[src/rtl/fetch_queue.sv]
// fetch_queue: in-order instruction fetch front end with a small decoupling
// queue between the instruction memory and decode.
// Optional feature: define FETCH_QUEUE_BYPASS_EN so that a response arriving
// at an empty queue is presented to decode in the same cycle.
// rst is synchronous and active low.
module fetch_queue #(
  parameter int ADDR_WIDTH = 64,
  parameter int INST_WIDTH = 32,
  parameter int DEPTH      = 4,
  parameter logic [ADDR_WIDTH-1:0] RESET_PC = '0
) (
  input  logic                  clk,
  input  logic                  rst,
  output logic                  imem_req_valid,
  input  logic                  imem_req_ready,
  output logic [ADDR_WIDTH-1:0] imem_req_addr,
  input  logic                  imem_resp_valid,
  input  logic [INST_WIDTH-1:0] imem_resp_inst,
  input  logic                  redirect_valid,
  input  logic [ADDR_WIDTH-1:0] redirect_pc,
  output logic                  out_valid,
  input  logic                  out_ready,
  output logic [ADDR_WIDTH-1:0] out_pc,
  output logic [INST_WIDTH-1:0] out_inst
);

  localparam int PW = (DEPTH > 1) ? $clog2(DEPTH) : 1;
  localparam int CW = PW + 1;
  localparam logic [CW:0] DEPTH_W = (CW+1)'(DEPTH);
  localparam logic [ADDR_WIDTH-1:0] PC_STEP = ADDR_WIDTH'(4);

  typedef struct packed {
    logic [ADDR_WIDTH-1:0] pc;
    logic [INST_WIDTH-1:0] inst;
  } entry_t;

  entry_t                mem [DEPTH];
  logic [PW-1:0]         rd_ptr, wr_ptr;
  logic [CW-1:0]         occ;    // entries held in the queue
  logic [CW-1:0]         outst;  // requests accepted, response not yet seen
  logic [CW-1:0]         drop;   // outstanding responses belonging to a flushed stream
  logic [ADDR_WIDTH-1:0] fetch_pc, resp_pc;
  logic                  init_done;

  logic [CW:0] budget;
  logic        req_fire, resp_drop, resp_keep, bypass, push, pop;
  entry_t      head;

  // Request gating, response classification and output selection.
  // NOTE: every signal driven here gets a default first so no latch is inferred.
  always_comb begin
    budget    = {1'b0, occ} + {1'b0, outst} - {1'b0, drop};
    head      = mem[rd_ptr];
    resp_drop = (drop != '0);
    resp_keep = rst && imem_resp_valid && !resp_drop && !redirect_valid;
`ifdef FETCH_QUEUE_BYPASS_EN
    bypass    = resp_keep && (occ == '0);
`else
    bypass    = 1'b0;
`endif
    imem_req_valid = rst && init_done && !redirect_valid && (budget < DEPTH_W);
    imem_req_addr  = fetch_pc;
    req_fire       = imem_req_valid && imem_req_ready;

    out_valid = rst && ((occ != '0) || bypass);
    out_pc    = bypass ? resp_pc : head.pc;
    out_inst  = bypass ? imem_resp_inst : head.inst;

    // A bypassed response that decode takes right away never enters the queue.
    push = resp_keep && !(bypass && out_ready);
    pop  = rst && (occ != '0) && out_ready;
  end

  // Control state: PCs, pointers and the occupancy/outstanding/drop counters.
  // NOTE: sequential state uses non-blocking assignments only.
  always_ff @(posedge clk) begin
    if (!rst) begin
      fetch_pc  <= RESET_PC;
      resp_pc   <= RESET_PC;
      occ       <= '0;
      outst     <= '0;
      drop      <= '0;
      rd_ptr    <= '0;
      wr_ptr    <= '0;
      init_done <= 1'b0;
    end else begin
      init_done <= 1'b1;
      if (redirect_valid) begin
        // A response in this cycle is discarded; everything still in flight is stale.
        occ      <= '0;
        outst    <= outst - CW'(imem_resp_valid);
        drop     <= outst - CW'(imem_resp_valid);
        rd_ptr   <= '0;
        wr_ptr   <= '0;
        fetch_pc <= redirect_pc;
        resp_pc  <= redirect_pc;
      end else begin
        occ   <= occ + CW'(push) - CW'(pop);
        outst <= outst + CW'(req_fire) - CW'(imem_resp_valid);
        drop  <= drop - CW'(imem_resp_valid && resp_drop);
        if (push) wr_ptr <= wr_ptr + PW'(1);
        if (pop)  rd_ptr <= rd_ptr + PW'(1);
        if (req_fire)  fetch_pc <= fetch_pc + PC_STEP;
        if (resp_keep) resp_pc  <= resp_pc + PC_STEP;
      end
    end
  end

  // Queue storage write port.
  // NOTE: the storage array has no reset; occupancy alone decides what is valid.
  always_ff @(posedge clk) begin
    if (push) mem[wr_ptr] <= '{pc: resp_pc, inst: imem_resp_inst};
  end

endmodule

[config.mk]
export PLATFORM = sky130hd
export DESIGN_NAME = fetch_queue
export DESIGN_NICKNAME = d
export VERILOG_FILES = /design/src/rtl/fetch_queue.sv
export SDC_FILE = /design/constraint.sdc
export NUM_CORES = 1
export LEC_CHECK = 0
export ABC_AREA = 1
export CORE_MARGIN = 8
export CORE_UTILIZATION = 55
export CTS_BUF_LIST = sky130_fd_sc_hd__clkbuf_4 sky130_fd_sc_hd__clkbuf_8 sky130_fd_sc_hd__clkbuf_16
export CTS_CLUSTER_DIAMETER = 120
export DETAILED_ROUTE_END_ITERATION = 6
export GPL_TIMING_DRIVEN = 0
export PLACE_DENSITY = 0.82
export REMOVE_ABC_BUFFERS = 1
export SYNTH_ARGS = -nofsm -noshare
export SYNTH_HDL_FRONTEND = slang
export SYNTH_SLANG_ARGS = --single-unit
[constraint.sdc]
create_clock -name clk -period 9.95 [get_ports clk]
set_clock_uncertainty 0.1 [all_clocks]
set_input_delay 2.985 -clock clk [delete_from_list [all_inputs] [get_ports clk]]
set_output_delay 2.985 -clock clk [all_outputs]
set_load 0.005 [all_outputs]
==> results by group, run 1 <==
Drt
  • Starting DRT DRC Count: 2,118
  • Routed wire length: 74,900 um
  • DRC violations left: 0
  • First-pass DRT Iterations: 6
  • Number of vias per cell: 5.83
  • Via count: 20.8k
  • Avg WL per Cell: 21.0 um
  • Post-DRT Antenna Nets: 0

Synth
  • Post-synth top area share: 47.3%
  • Yosys warns: 0
  • Post-synthesis instance total: 2,702
  • Syn_area_per_cell: 9.03 um2
  • Yosys cell types: 42
  • Area leader, netlist: edfxtp_1
  • Sequential share of the synthesized area: 59.1%
  • Area contributors post-synth: edfxtp_1, dfxtp_1, nand2_1
  • Mapped cell area: 24,400 um2
  • Post-synthesis register bit count: 528

Global route
  • Vias in the first global route: 19.8k
  • Largest net degree at the start of global routing: 99
  • Total GRT Usage: 28.5%
  • First-pass GRT wire length: 113,000 um
  • Initial antenna violation count: 3
  • GR Overflow Total: 0

Place
  • Placed inst area: 27,800 um2
  • Port Buffers: 263
  • GPL Wtd Cong: 0.971
  • Dpl ws: 0.218 ns
  • Post-DP HPWL: 51,400 um

Pwr
  • Worst vdd ir: 0.000133 V
  • P per Cell Area: 167 nW/um2
  • Leak: 0.0103 uW

STA
  • Final critical-path required period: 9.80 ns
  • Final worst slack: 0.145 ns
  • Fin. Hold Viols: 0
  • Worst-Margin Slew: 1.33 ns
  • RSZ-0062 raised after global routing: false
  • Final setup fails: 0
  • Final Slew Violations: 0
  • F_max: 102 MHz
  • Period utilisation layout: 98.5%
  • Slew margin rel.: 11.6%

Min path
  • Hold path start: rd_ptr[0]
  • Hold WC Path Type: reg -> reg

CTS
  • CTS H-tree depth: 2
  • Post-CTS Hold Buffers: 0
  • Post-CTS sizing: 0
  • Worst-Skew Late Latency: 0.61 ns
  • Post-CTS setup repair buffer count: 0
  • Root buf cell: clkbuf_16
  • Num CTS Buffers: 51
  • Reg clk slew, reported paths: 0.06 ns
  • Number of clock sinks: 528
  • TritonCTS clock tree: done
  • Clock Path Buffers: 3

Die
  • Initial core utilization: 55.4%
  • Die Area: 51,400 um2
  • Core ar.: 44,000 um2
  • Core Rows: 77
  • Die height: 227 um
  • I/O Pins: 264
  • DIE WIDTH: 227 um

Critical path
  • Most frequent CP cell: clkdlybuf4s50_1
  • Worst path cell trace: clkdlybuf4s50_1, inv_4, nor2_8, nand3_1, nor2_2, and2_1, clkdlybuf4s50_1
  • Worst endpoint required time: 6.87 ns
  • Worst setup EP type: primary output
  • Worst path bufs/invs: 3
  • Crit path max fanout: 94
  • CP arrival: 6.72 ns
  • Cell family with most CP delay: buffers and inverters
  • R2r startpoint: occ[1]
  • Critical path type: in -> out
  • CP Launch Point: rst
  • Critical Path Start Type: input port
  • Slowest stage cell, crit path: clkdlybuf4s50_1
  • Max incr delay on CP: 1.29 ns

Flow run
  • Max cap viols: 0

Cells and area
  • Post-layout nets: 3,046
  • Area Growth Syn to Fin: 21.1%
  • Share of cells above drive strength 1: 5.46%
  • Final Cell Area: 29,600 um2

Status
  • Status: complete, no violations
-- where the power goes --
group          switching, uW  leakage (uW)  internal [uW]
clock network            839      0.000881           1190
logic                    214       0.00469            169
registers               87.4       0.00468           2420
-- cell families after synthesis --
| group | Yosys count | share of synthesized area (%) |
|---|---|---|
| AO/OA/AOI/OAI | 529 | 11.7 |
| XOR/XNOR | 38 | 1.36 |
| adder cells (fa/ha/maj) | 21 | 1.20 |
| buffers and inverters | 326 | 5.31 |
| flip-flops | 528 | 59.1 |
| AND/OR/NAND/NOR | 1260 | 21.4 |
-- layout by cell type, fill, tap and decap left out, types with 5 or more instances in the layout --
master           Yosys  layout
a21oi_1             98      98
a31oi_1             14      14
and2_1               7       7
buf_12               0      13
buf_16               0       7
bufinv_16            0       6
clkbuf_16            0      51
clkbuf_4             0      15
clkbuf_8             0       5
clkdlybuf4s50_1      0     262
clkinv_1             2       6
clkinv_2             0       7
dfxtp_1            144     142
edfxtp_1           384     384
ha_1                17      17
inv_1              204     202
nand2_1            546     546
nand3_1            135     135
nand3b_1             7       7
nand4_1             23      23
nor2_1             492     488
nor2_2              12      12
nor2_4               8      12
nor3_1              12      12
o211ai_1            10      10
o21ai_0            288     288
o21ai_1              7       7
o21bai_1             9       9
o22ai_1             99      99
xnor2_1             11      11
xor2_1              27      27
-- worst paths after layout --
check	slack, ns	cells past startpoint	end
worst max-delay path	0.15	7	imem_req_valid
worst min-delay path	0.37	1	flip-flop
worst max register to register	4.85	14	imem_req_addr[34]
worst min register to register	0.37	1	flip-flop
-- synth_stat cells, drive strengths merged --
| cell | instances |
|---|---|
| xnor2 | 11 |
| a21oi | 98 |
| o31ai | 1 |
| nor4 | 2 |
| o22ai | 99 |
| fa | 4 |
| a31oi | 14 |
| nor3 | 16 |
| o21a | 2 |
| nand2 | 551 |
| dfxtp | 144 |
| and2 | 7 |
| nand4 | 23 |
| inv | 209 |
| clkbuf | 86 |
| o211ai | 10 |
| o31a | 1 |
| xor2 | 27 |
| nand3b | 7 |
| buf | 29 |
| or2 | 2 |
| ha | 17 |
| edfxtp | 384 |
| o21ai | 295 |
| clkinv | 2 |
| nand3 | 138 |
| o21bai | 9 |
| nor2 | 514 |
-- per-stage QoR --
stage,setup TNS [ns],utilization [%],instances,total power (uW),hold WS [ns]
after floorplan,-10.75,-,2587,2700,0.336
after global placement,-2988.39,61.9,3442,2920,0.345
after detailed placement,0,63.1,3462,2930,0.356
after CTS,0,67.1,3558,4940,0.369
after global routing,0,67.1,3559,5070,0.401
final,0,67.1,3559,4920,0.372
-- registers in the layout, summed over array words and instances, names as in the netlist, named ones only --
name,count
rd_ptr,2
resp_pc,64
outst,3
mem,384
imem_req_addr,64
occ,3
init_done,1
wr_ptr,2
drop,3
-- cell type report --
type | instances | area, um2
clock buffer | 71 | 1460
fill | 3402 | 14500
inverter | 211 | 806
timing repair buffer | 283 | 3080
multi-input combinational | 1848 | 8720
sequential | 528 | 14400
antenna | 1 | 2.50
tap | 592 | 741
clock inverter | 25 | 324
-- layer usage --
metal,global-route usage (%),part of all wire [%]
met1,37.2,40
met2,47.2,48
met3,4.72,8.2
met4,11.1,3.7
met5,0,0.017
No activity file was read; power rests on OpenSTA's default activity.
==> run 2, diff against run 1 <==
--- a/config.mk
+++ b/config.mk
@@ -14,6 +14,7 @@
 export GPL_TIMING_DRIVEN = 0
 export PLACE_DENSITY = 0.82
 export REMOVE_ABC_BUFFERS = 1
+export SLEW_MARGIN = 20
 export SYNTH_ARGS = -nofsm -noshare
 export SYNTH_HDL_FRONTEND = slang
 export SYNTH_SLANG_ARGS = --single-unit
==> run 2 against run 1 <==
  * First-iteration DRC count decreased by 2.1%
  * Sequential power about the same
  * Sequential share of layout area fell by 0.34 points
  * Largest cell class unchanged
  * Cell area is 0.71% higher
  * Count of clock-buffer cells in the layout decreased by 2
  * Largest power group unchanged
==> results by group, run 2 (synthesis results as in run 1) <==
STA
  • RSZ-0062 raised after global routing: false
  • Slew margin rel.: 29.4% (+18 points)
  • Final critical-path required period: 8.67 ns (-1.13 ns)
  • Period utilisation layout: 87.1% (-11 points)
  • Hold slack: 0.364 ns (-0.00789 ns)
  • F_max: 115 MHz (+13%)
  • Final Slew Violations: 0 (unchanged)
  • Final setup fails: 0 (unchanged)
  • Worst-Margin Slew: 1.05 ns (-0.273 ns)
  • Fin. Hold Viols: 0 (unchanged)

Die
  • Core Rows: 77 (unchanged)
  • Initial core utilization: 55.4% (unchanged)
  • Core ar.: 44,000 um2 (unchanged)
  • I/O Pins: 264 (unchanged)
  • Die height: 227 um (unchanged)
  • DIE WIDTH: 227 um (unchanged)
  • Die Area: 51,400 um2 (unchanged)

Cells and area
  • Biggest register: mem
  • Diode count: 0 (-1)
  • Commonest non-fill, non-tap cell in the layout: nand2_1
  • Post-layout nets: 3,053 (+0.23%)
  • Max reg flops: 384 (unchanged)
  • Final Cell Area: 29,800 um2 (+0.71%)
  • Share of cells above drive strength 1: 5.85% (+0.39 points)
  • Most frequent cells in the layout: nand2_1, nor2_1, edfxtp_1
  • Area of the multi-input gates: 8730 um2 (about the same)
  • Fillers: 3,377 (-0.73%)
  • Post-Layout Cell Count: 3,566 (+0.20%)
  • Area Growth Syn to Fin: 22.0%
  • Register Area: 14,400 um2 (unchanged)

Critical path
  • Critical path type: in -> out
  • R2R setup slack: 5.49 ns (+0.64 ns)
  • Crit path max fanout: 94 (unchanged)
  • Worst setup EP type: primary output
  • RR Endpoint: imem_req_addr[34]
  • CP arrival: 5.58 ns (-1.14 ns)
  • Worst endpoint required time: 6.87 ns (about the same)
  • Number of cells on the worst reg-to-reg path: 14 (unchanged)
  • Critical Path Start Type: input port
  • R2r startpoint: occ[1]

CTS
  • Post-CTS setup repair buffer count: 0 (unchanged)
  • TritonCTS clock tree: done
  • Clock Path Buffers: 3 (unchanged)
  • Post-CTS Hold Buffers: 0 (unchanged)
  • Num CTS Buffers: 52 (+2.0%)
  • Root buf cell: clkbuf_16
  • Reg clk slew, reported paths: 0.06 ns (about the same)
  • Worst-Skew Late Latency: 0.61 ns (about the same)
  • Post-CTS sizing: 0 (unchanged)
  • Number of clock sinks: 528 (unchanged)
  • CTS H-tree depth: 2 (unchanged)

Global route
  • Gr busiest metal: met2
  • Largest net degree at the start of global routing: 107 (+8.1%)
  • GR Overflow Total: 0 (unchanged)
  • GR Layer Usage met2: 47.9% (+0.74 points)
  • Total GRT Usage: 28.6% (+0.14 points)
  • Initial antenna violation count: 2 (-1)
  • Met1 usage: 36.4% (-0.82 points)
  • Met3 usage: 5.43% (+0.71 points)
  • Vias in the first global route: 20.1k (+1.4%)
  • First-pass GRT wire length: 114,000 um (+0.75%)

Drt
  • First-pass DRT Iterations: 5 (-1)
  • Starting DRT DRC Count: 2,073 (-2.1%)
  • DRC violations left: 0 (unchanged)
  • Via count: 20.6k (-0.56%)
  • Post-DRT Antenna Nets: 0 (unchanged)
  • Number of vias per cell: 5.79 (-0.75%)
  • Avg WL per Cell: 21.0 um (-0.17%)
  • Routed wire length: 74,900 um (about the same)

Min path
  • Hold Path Depth: 2 (+1)
  • Hold WC Path Type: reg -> reg
  • Hold path start: imem_req_addr[0]
  • Hold endpoint: imem_req_addr[0]

Place
  • Placed inst area: 27,900 um2 (+0.56%)
  • GPL Wtd Cong: 0.971 (unchanged)
  • Port Buffers: 263 (unchanged)
  • Post-DP HPWL: 52,200 um (+1.7%)
  • Dpl cells: 3,468 (+0.17%)

Flow run
  • Max cap viols: 0 (unchanged)

Pwr
  • Final Power: 4990 uW (+1.4%)
  • Leak: 0.0103 uW (+0.92%)
  • Worst vdd ir: 0.000140 V (+6.0%)
  • P per Cell Area: 168 nW/um2 (+0.65%)

Status
  • Status: complete, no violations
==> run 2: cell count changes in the layout (fill, tap and decap cells not counted), sizes merged <==
cell / delta
buf: +7
clkbuf: -2
inv: +2
bufinv: +1
clkdlybuf4s50: -1
clkinvlp: +1
diode: -1
==> run 2: cell type report <==
| class | count | area share [%] |
|---|---|---|
| clock inverters | 29 | 1.24 |
| well taps | 592 | 2.49 |
| flip-flops and latches | 528 | 48.5 |
| clock buffers | 69 | 4.93 |
| inverters | 211 | 2.72 |
| repair buffers | 289 | 10.8 |
| multi-input cells | 1848 | 29.3 |
==> run 2: power by group <==
group	switching, uW	leakage (uW)	internal, uW
logic	216	0.00476	172
registers	87.5	0.00468	2420
clock network	863	0.000910	1230
==> run 2: how the worst max path moves through the flow <==
stage,startpoint,end,slack (ns),cells past startpoint
3_5_place_dp,rst,imem_req_valid,1.18,7
6_report,rst,imem_req_valid,1.28,7
4_1_cts,rst,imem_req_valid,1.19,7
3_3_place_gp,flip-flop,out_pc[58],-6.19,4
2_1_floorplan,flip-flop,out_inst[0],-0.11,3
5_1_grt,rst,imem_req_valid,1.20,7
==> run 2: through the flow <==
step / TNS (ns) / worst slack, ns / util (%)
after floorplan: -10.75 / -0.112 / -
after global placement: -2988.39 / -6.19 / 61.9
after detailed placement: 0 / 1.18 / 63.4
after CTS: 0 / 1.19 / 67.6
after global routing: 0 / 1.20 / 67.6
final: 0 / 1.28 / 67.6
==> run 2: routing by layer <==
| metal | share of wire [%] | up-vias |
|---|---|---|
| met5 | 0.017 | - |
| met4 | 3.9 | 2 |
| met3 | 8.8 | 178 |
| met2 | 48 | 979 |
| met1 | 39 | 9871 |
| li1 | - | 9613 |
==> run 2: critical path, cell delays in order <==
cell	delay [ns]
buf_2	0.50
inv_6	0.46
nor2_8	0.60
nand3_1	0.18
nor2_2	0.17
and2_1	0.15
clkdlybuf4s50_1	0.50
==> run 3, diff against run 2 <==
--- a/config.mk
+++ b/config.mk
@@ -6,6 +6,7 @@
 export NUM_CORES = 1
 export LEC_CHECK = 0
 export ABC_AREA = 1
+export CAP_MARGIN = 20
 export CORE_MARGIN = 8
 export CORE_UTILIZATION = 55
 export CTS_BUF_LIST = sky130_fd_sc_hd__clkbuf_4 sky130_fd_sc_hd__clkbuf_8 sky130_fd_sc_hd__clkbuf_16
==> run 3 against run 2 <==
  * Sequential share of layout area about the same
  * Routed wire length up 0.50%
  * Hold slack better by 0.0058 ns
  * Critical path type unchanged
  * Largest power group unchanged
  * Highest routed layer is now met4
==> results by group, run 3 (synthesis results as in run 1) <==
Status
  • Status: complete, no violations

Cells and area
  • Share of cells above drive strength 1: 5.78% (-0.067 points)
  • Final Core Density: 67.6% (about the same)
  • Post-layout nets: 3,053 (unchanged)
  • Commonest non-fill, non-tap cell in the layout: nand2_1
  • Biggest register: mem
  • Area Growth Syn to Fin: 21.9% (about the same)
  • Most frequent cells in the layout: nand2_1, nor2_1, edfxtp_1
  • Max reg flops: 384 (unchanged)

STA
  • Total negative slack: 0 ns (unchanged)
  • Final worst slack: 1.30 ns (+0.0150 ns)
  • Final critical-path required period: 8.65 ns (-0.0150 ns)
  • Slew margin rel.: 29.1% (-0.27 points)
  • Fin. Hold Viols: 0 (unchanged)
  • Worst-Margin Slew: 1.06 ns (+0.00687 ns)
  • Final setup fails: 0 (unchanged)
  • Final Slew Violations: 0 (unchanged)
  • RSZ-0062 raised after global routing: false
  • F_max: 116 MHz (+0.17%)
  • Period utilisation layout: 87.0% (-0.15 points)

Die
  • Initial core utilization: 55.4% (unchanged)
  • DIE WIDTH: 227 um (unchanged)
  • Die height: 227 um (unchanged)
  • Core Rows: 77 (unchanged)
  • Core ar.: 44,000 um2 (unchanged)
  • I/O Pins: 264 (unchanged)
  • Die Area: 51,400 um2 (unchanged)

Global route
  • Largest net degree at the start of global routing: 107 (unchanged)
  • GR Layer Usage met2: 48.4% (+0.50 points)
  • Total GRT Usage: 28.9% (+0.25 points)
  • Initial antenna violation count: 1 (-1)
  • Vias in the first global route: 20.2k (+0.51%)
  • Met1 usage: 37.4% (+1.0 points)
  • GR Overflow Total: 0 (unchanged)
  • Gr busiest metal: met2
  • Met3 usage: 4.71% (-0.72 points)
  • First-pass GRT wire length: 114,000 um (+0.68%)

CTS
  • Worst-Skew Late Latency: 0.62 ns (about the same)
  • Num CTS Buffers: 52 (unchanged)
  • Post-CTS setup repair buffer count: 0 (unchanged)
  • Clock Path Buffers: 3 (unchanged)
  • Reg clk slew, reported paths: 0.06 ns (about the same)
  • Root buf cell: clkbuf_16
  • Number of clock sinks: 528 (unchanged)
  • Post-CTS sizing: 0 (unchanged)
  • Post-CTS Hold Buffers: 0 (unchanged)
  • CTS H-tree depth: 2 (unchanged)
  • TritonCTS clock tree: done

Pwr
  • Switching fraction of total power: 23.3% (-0.043 points)
  • P per Cell Area: 167 nW/um2 (-0.27%)
  • Cell Int Power: 3810 uW (-0.26%)
  • Sw Pwr: 1160 uW (-0.50%)
  • Sequential share of power: 50.5% (+0.2 points)
  • Leak: 0.0103 uW (about the same)
  • Combinational fraction of design power: 7.8% (about the same)
  • Worst vdd ir: 0.000130 V (-7.2%)
  • Share of total power in the clock network: 41.7% (-0.2 points)

Critical path
  • Cell family with most CP delay: buffers and inverters
  • Worst path cell trace: buf_2, inv_6, nor2_8, nand3_1, nor2_2, and2_1, clkdlybuf4s50_1
  • Slowest stage cell, crit path: nor2_8
  • Worst endpoint required time: 6.87 ns (about the same)
  • Crit path max fanout: 94 (unchanged)
  • Max incr delay on CP: 0.58 ns (-0.02 ns)
  • Worst setup EP type: primary output
  • Critical path type: in -> out
  • CP arrival: 5.57 ns (about the same)
  • Critical Path Start Type: input port
  • Worst path bufs/invs: 3 (unchanged)

Drt
  • Routed wire length: 75,300 um (+0.50%)
  • Avg WL per Cell: 21.1 um (+0.47%)
  • Post-DRT Antenna Nets: 0 (unchanged)
  • Via count: 20.8k (+0.92%)
  • Starting DRT DRC Count: 2,208 (+6.5%)
  • DRC violations left: 0 (unchanged)
  • First-pass DRT Iterations: 6 (+1)
  • Number of vias per cell: 5.84 (+0.89%)

Place
  • Post-DP HPWL: 52,300 um (+0.12%)
  • Port Buffers: 263 (unchanged)
  • GPL Wtd Cong: 0.971 (unchanged)
  • Dpl ws: 1.19 ns (+0.00610 ns)

Min path
  • Hold WC Path Type: reg -> reg

Flow run
  • Max cap viols: 0 (unchanged)
-- run 3: cell count changes in the layout (fill, tap and decap cells not counted), moves of 2 or more --
cell / before / now
clkbuf_8: 6 / 1
clkbuf_4: 11 / 18
inv_6: 5 / 2
clkinv_1: 3 / 5
-- run 3: path summary, 6_finish.rpt --
kind                    startpoint                end  slack, ns  cells after the start
setup / recovery               rst     imem_req_valid       1.30                      7
hold / removal    imem_req_addr[0]   imem_req_addr[0]       0.37                      2
setup reg to reg            occ[1]  imem_req_addr[33]       5.49                     14
hold reg to reg   imem_req_addr[0]   imem_req_addr[0]       0.37                      2
-- run 3: layer usage --
metal	vias up	share of wire, %
met3	151	7.9
met5	-	0
met1	10100	40
li1	9623	-
met2	969	49
met4	0	3.6
-- run 3: power groups by stage --
stage	logic [uW]	registers, uW	clock network, uW
after floorplan	178	2520	0
after global placement	362	2560	0
after detailed placement	383	2550	0
after CTS	387	2510	2090
after global routing	425	2520	2180
final	389	2510	2070
-- run 3: through the flow --
stage	area (um2)	hold WS [ns]	cells	total power, uW
floorplan	23900	0.336	2587	2700
global placement	27300	0.345	3442	2920
detailed placement	27900	0.350	3468	2940
CTS	29700	0.366	3566	4990
global route	29800	0.402	3567	5120
finish	29800	0.370	3567	4970
-- run 3: final cells by class --
class                      count  area, um2
tap                          592        741
timing repair buffer         289       3230
multi-input combinational   1848       8730
sequential                   528      14400
clock inverter                27        372
fill                        3420      14300
inverter                     211        811
antenna                        1       2.50
clock buffer                  71       1450
-- run 3: worst register-to-register path: cells and delay by family, from the launching register on --
kind | cells | cell delay (ns)
AND/OR/NAND/NOR | 9 | 2.30
buffers and inverters | 3 | 0.64
flip-flops | 1 | 0.43
adder cells (fa/ha/maj) | 2 | 0.81
